**config.mk**
```make
export PLATFORM = sky130hd
export DESIGN_NAME = sin_table_loader
export DESIGN_NICKNAME = d
export VERILOG_FILES = /design/src/rtl/sin_table_loader.sv
export SDC_FILE = /design/constraint.sdc
export NUM_CORES = 1
export LEC_CHECK = 0
export CAP_MARGIN = 15
export CORE_MARGIN = 1
export CORE_UTILIZATION = 45
export DETAILED_ROUTE_END_ITERATION = 6
export GPL_TIMING_DRIVEN = 0
export PLACE_DENSITY_LB_ADDON = 0.05
export SLEW_MARGIN = 20
export SYNTH_ARGS = -nofsm -noshare
export SYNTH_HDL_FRONTEND = slang
export SYNTH_SLANG_ARGS = --single-unit
export TNS_END_PERCENT = 10
```
**constraint.sdc**
```tcl
create_clock -name bram_clk -period 5.15 [get_ports bram_clk]
set_clock_uncertainty 0.1 [all_clocks]
set_input_delay 0.7725 -clock bram_clk [delete_from_list [all_inputs] [get_ports bram_clk]]
set_output_delay 0.7725 -clock bram_clk [all_outputs]
set_load 0.05 [all_outputs]
```
**src/rtl/sin_table_loader.sv**
```systemverilog
// Sine-table writer: assembles {low,high} byte pairs into 16-bit BRAM writes and verifies a trailing XOR checksum.
// Latency: bram_we asserts the cycle after the high byte is accepted; load_done/table_valid follow the checksum byte by one cycle.
// Backpressure: in_ready is low only in DONE and during reset. SIN_LOADER_TIMEOUT_EN adds an inter-byte timeout.
module sin_table_loader #(
    parameter int          SINBITS        = 16,
    parameter int          SINSAMPLES     = 256,
    parameter int          SINSAMPLEBITS  = 8,
    parameter logic [7:0]  SYNC_BYTE      = 8'hA5,
    parameter int          TIMEOUT_CYCLES = 1000000
) (
    input  logic                     bram_clk,
    input  logic                     bram_rst,
    input  logic [7:0]               IN_BYTE,
    input  logic                     in_valid,
    output logic                     in_ready,
    output logic [SINSAMPLEBITS-1:0] BRAM_WADDR,
    output logic [SINBITS-1:0]       BRAM_WDATA,
    output logic                     bram_we,
    output logic                     load_busy,
    output logic                     load_done,
    output logic                     load_err,
    output logic                     table_valid
);

    typedef enum logic [2:0] {
        S_IDLE,
        S_LO,
        S_HI,
        S_CSUM,
        S_DONE
    } state_t;

    localparam logic [SINSAMPLEBITS-1:0] LAST_ADDR = SINSAMPLEBITS'(SINSAMPLES - 1);

    state_t                   state_q, state_d;
    logic [SINSAMPLEBITS-1:0] addr_q, addr_d;
    logic [SINSAMPLEBITS-1:0] waddr_q, waddr_d;
    logic [SINBITS-1:0]       wdata_q, wdata_d;
    logic [7:0]               low_q, low_d;
    logic [7:0]               csum_q, csum_d;
    logic                     we_q, we_d;
    logic                     busy_q, busy_d;
    logic                     done_q, done_d;
    logic                     err_q, err_d;
    logic                     valid_q, valid_d;
    logic                     accept;
    logic                     in_frame;
    logic                     tmo_hit;

    assign in_ready = !bram_rst && (state_q != S_DONE);
    assign accept   = in_valid && in_ready;
    assign in_frame = (state_q == S_LO) || (state_q == S_HI) || (state_q == S_CSUM);

`ifdef SIN_LOADER_TIMEOUT_EN
    localparam int TMO_BITS = $clog2(TIMEOUT_CYCLES + 1);

    logic [TMO_BITS-1:0] tmo_q, tmo_d;

    // Counts idle cycles inside a frame; any accepted byte restarts the window.
    always_comb begin
        tmo_hit = 1'b0;
        tmo_d   = '0;
        if (in_frame && !accept) begin
            if (tmo_q == TMO_BITS'(TIMEOUT_CYCLES - 1)) begin
                tmo_hit = 1'b1;
            end else begin
                tmo_d = tmo_q + TMO_BITS'(1);
            end
        end
    end

    always_ff @(posedge bram_clk) begin
        if (bram_rst) begin
            tmo_q <= '0;
        end else begin
            tmo_q <= tmo_d;
        end
    end
`else
    logic unused_timeout;

    assign tmo_hit        = 1'b0;
    assign unused_timeout = ^TIMEOUT_CYCLES;
`endif

    always_comb begin
        state_d = state_q;
        addr_d  = addr_q;
        waddr_d = waddr_q;
        wdata_d = wdata_q;
        low_d   = low_q;
        csum_d  = csum_q;
        busy_d  = busy_q;
        err_d   = err_q;
        valid_d = valid_q;
        we_d    = 1'b0;
        done_d  = 1'b0;

        case (state_q)
            S_IDLE: begin
                if (accept && (IN_BYTE == SYNC_BYTE)) begin
                    state_d = S_LO;
                    busy_d  = 1'b1;
                    valid_d = 1'b0;
                    err_d   = 1'b0;
                    addr_d  = '0;
                    csum_d  = '0;
                end
            end
            S_LO: begin
                if (accept) begin
                    low_d   = IN_BYTE;
                    csum_d  = csum_q ^ IN_BYTE;
                    state_d = S_HI;
                end
            end
            S_HI: begin
                if (accept) begin
                    wdata_d = {IN_BYTE, low_q};
                    waddr_d = addr_q;
                    we_d    = 1'b1;
                    csum_d  = csum_q ^ IN_BYTE;
                    if (addr_q == LAST_ADDR) begin
                        state_d = S_CSUM;
                    end else begin
                        addr_d  = addr_q + SINSAMPLEBITS'(1);
                        state_d = S_LO;
                    end
                end
            end
            S_CSUM: begin
                if (accept) begin
                    if (IN_BYTE == csum_q) begin
                        valid_d = 1'b1;
                        done_d  = 1'b1;
                    end else begin
                        err_d = 1'b1;
                    end
                    state_d = S_DONE;
                end
            end
            S_DONE: begin
                busy_d  = 1'b0;
                state_d = S_IDLE;
            end
            default: begin
                state_d = S_IDLE;
            end
        endcase

        // A stalled frame is abandoned; partial BRAM contents are left as written.
        if (tmo_hit) begin
            state_d = S_IDLE;
            err_d   = 1'b1;
            busy_d  = 1'b0;
        end
    end

    always_ff @(posedge bram_clk) begin
        if (bram_rst) begin
            state_q <= S_IDLE;
            addr_q  <= '0;
            waddr_q <= '0;
            wdata_q <= '0;
            low_q   <= '0;
            csum_q  <= '0;
            we_q    <= 1'b0;
            busy_q  <= 1'b0;
            done_q  <= 1'b0;
            err_q   <= 1'b0;
            valid_q <= 1'b0;
        end else begin
            state_q <= state_d;
            addr_q  <= addr_d;
            waddr_q <= waddr_d;
            wdata_q <= wdata_d;
            low_q   <= low_d;
            csum_q  <= csum_d;
            we_q    <= we_d;
            busy_q  <= busy_d;
            done_q  <= done_d;
            err_q   <= err_d;
            valid_q <= valid_d;
        end
    end

    assign BRAM_WADDR  = waddr_q;
    assign BRAM_WDATA  = wdata_q;
    assign bram_we     = we_q;
    assign load_busy   = busy_q;
    assign load_done   = done_q;
    assign load_err    = err_q;
    assign table_valid = valid_q;

endmodule
```
==> flow_summary.toml <==
[global_route]
grt_max_degree = 19
grt_pass1_wl_mm = 9.83
grt_pass1_vias = 2001
gr-total-overflow = 0
track_usage_pct = 20.8
antenna_found_initial = 0

[routing]
via_per_inst = 5.39
drc = 0
drt_wl_total_mm = 5.87
detail_route.first_pass.iterations = 4
wl_per_cell_um = 14.2
drtAntennaViolNets = 0
dr_total_vias = 2222
drt_iter0_drc = 168

[finish]
fin_util_pct = 59.7
layout.nets = 353
drive_gt1_share_pct = 8.77
antennaDiodeCount = 0
layout.cells.non_filler = 412
syn_to_final_growth_pct = 24.3
stdcell_area_um2 = 3150

[timing]
clock.fmax_mhz = 293
rsz0062_at_grt = "false"
final_hold_viol_count = 0
slew_viol_final = 0
fin_crit_sh_pct = 66.3
whs_ps = 357
fin_tns_setup_ps = 0
tightest_slew_ps = 569
finalCriticalPeriod_ps = 3420
setup_violations = 0
slew_headroom_pct = 62.1

[placed_design]
post-dp-hpwl_mm = 4.21
numPortBuffers = 39
placed_area_um2 = 3010
dpl.cell_count = 404
globalplace.congestion = 0.768

[synthesis]
synth_flop_cell = "dfxtp_1"
ys_ff_latch = 56
seq_area_frac_synth_pct = 44.3
synth_edf_count = 0
syn-num-nets = 307
netlist_area_um2 = 2530
synth_top_cell_by_area = "dfxtp_1"
yosys-top-cells-count = "66 x nand2_1, 56 x dfxtp_1, 45 x a21oi_1, 13 x nand3_1, 12 x nor2_1"
ys_async_sr_fraction_pct = 0
ys_warn_count = 0
syn_inst = 295
synth.most_common_cell = "nand2_1"
synth_cell_types = 45
synth_top_area_share_pct = 44.3
postSynthAreaPerCell_um2 = 8.58
netlist_top_cells_area = "dfxtp_1 44%, nand2_1 9.8%, a21oi_1 8.9%"

[min_path]
worstHoldStart = "low_q[2]"
hold_class = "reg2reg"
holdPathEnd = "BRAM_WDATA[2]"
min_path_cells = 2

[worst_setup_path]
worstSetupPathType = "in2out"
r2r_cells = 5
path_max_fanout = 10
end_kind = "output pin"
max_stage_delay_ps = 830
cp_top_family = "buffers and inverters"
r2r_start = "addr_q[0]"
rrSetupSlack_ps = 3280
crit_top_cell = "clkdlybuf4s50_1"
cp.arrival_ps = 2540
critical_path.startpoint_type = "input pin"
timing.rr.end = "addr_q[5]"
worstPathRequired_ps = 4280
cp_slowest_cell = "clkdlybuf4s50_1"
cp_cell_sequence = "clkdlybuf4s50_1 -> clkbuf_1 -> a21oi_1 -> clkdlybuf4s50_1"
critical_path_buf_inv_count = 3

[floorplan]
start_util_pct = 48.1
ioPinCount = 41
die_w_um = 77.0
rows = 26
coreArea_um2 = 5270
die-height_um = 77.0
die-area_um2 = 5930

[clock_network]
cts_setup_buffers = 0
ctsHoldBuffers = 0
h-tree-depth = 2
cts_tree = "built"
insertion_delay_ps = 310
clk_path_buf_depth = 2
cts_sinks = 56
clk_pin_slew_ps = 100
ctsResizeCount = 0
cts_root_buf = "clkbuf_8"
cts_buffers = 5

[power]
powerDensity_nw_per_um2 = 260
vdd.ir_drop.worst_v = 0.000119
p_leak_nw = 0.993

[outcome]
status = "finished clean"

[run]
cap_violations = 0
## report_power, final
part           internal (mW)  switching [mW]
logic                 0.0141          0.0245
clock network          0.196           0.150
registers              0.433       0.0000586
## placed cells by master (no fill, tap or decap), types with 3 or more instances in the layout
| cell | Yosys | routed |
|---|---|---|
| nand2_1 | 66 | 66 |
| a311oi_1 | 8 | 8 |
| o21a_1 | 3 | 3 |
| nand3_1 | 13 | 13 |
| clkbuf_1 | 10 | 10 |
| buf_6 | 6 | 6 |
| nor2_1 | 12 | 12 |
| inv_1 | 3 | 3 |
| o32ai_1 | 3 | 3 |
| dfxtp_1 | 56 | 56 |
| o21ai_0 | 3 | 3 |
| or3_1 | 9 | 9 |
| clkdlybuf4s50_1 | 0 | 39 |
| nand2b_1 | 5 | 5 |
| nor3_1 | 4 | 4 |
| a211oi_1 | 3 | 3 |
| clkbuf_8 | 0 | 5 |
| nand3b_1 | 3 | 3 |
| a21oi_1 | 45 | 45 |
| xor2_1 | 8 | 8 |
## state kept, by name, indices dropped and copies added, names as in the netlist, 3 cells and up
name        count
BRAM_WDATA     16
csum_q          8
state_q         3
addr_q          8
low_q           8
BRAM_WADDR      8
## layer usage
metal | global-route usage [%] | vias up | wire [um]
met4 | 6.60 | 0 | 69
met5 | 0 | - | 0
li1 | - | 1133 | -
met2 | 34.6 | 30 | 2820
met1 | 27.1 | 1052 | 2820
met3 | 3.93 | 7 | 166
## stage by stage
stage / setup WS, ps / power [mW]
after detailed placement: 1730 / 0.481
after floorplan: 2540 / 0.462
after global routing: 1650 / 0.845
after global placement: 1740 / 0.481
final: 1730 / 0.818
after CTS: 1730 / 0.826
## final cells by class
type | count | area, um^2
buffer | 18 | 115
clock buffer | 5 | 68.8
clock inverter | 3 | 68.8
fill | 512 | 2120
inverter | 4 | 15.0
multi-input combinational | 217 | 1280
sequential | 56 | 1120
tap | 70 | 87.6
timing repair buffer | 39 | 390
## worst max path at each step
| stage | cells past startpoint | startpoint | to |
|---|---|---|---|
| detailed placement | 4 | bram_rst | in_ready |
| global placement | 4 | bram_rst | in_ready |
| finish | 4 | bram_rst | in_ready |
| global route | 4 | bram_rst | in_ready |
| CTS | 4 | bram_rst | in_ready |
| floorplan | 2 | bram_rst | in_ready |
## worst register-to-register path: stages, from the launching register on
cell	delay, ps
dfxtp_1	410
ha_1	240
nand3_1	190
o311ai_2	420
nor2_2	160
a311oi_1	280
## logic make-up (layout without fill, tap and decap cells)
kind of cell    Yosys count  count (layout)  synth area share (%)
simple gates            129             129                  25.9
compound gates           76              76                  19.5
flops                    56              56                  44.3
buf+inv                  22              69                  5.14
xor+xnor                  9               9                  3.85
mux                       2               2                 0.840
fa+ha+maj                 1               1                 0.494
Power figures use the tool's default switching activity.
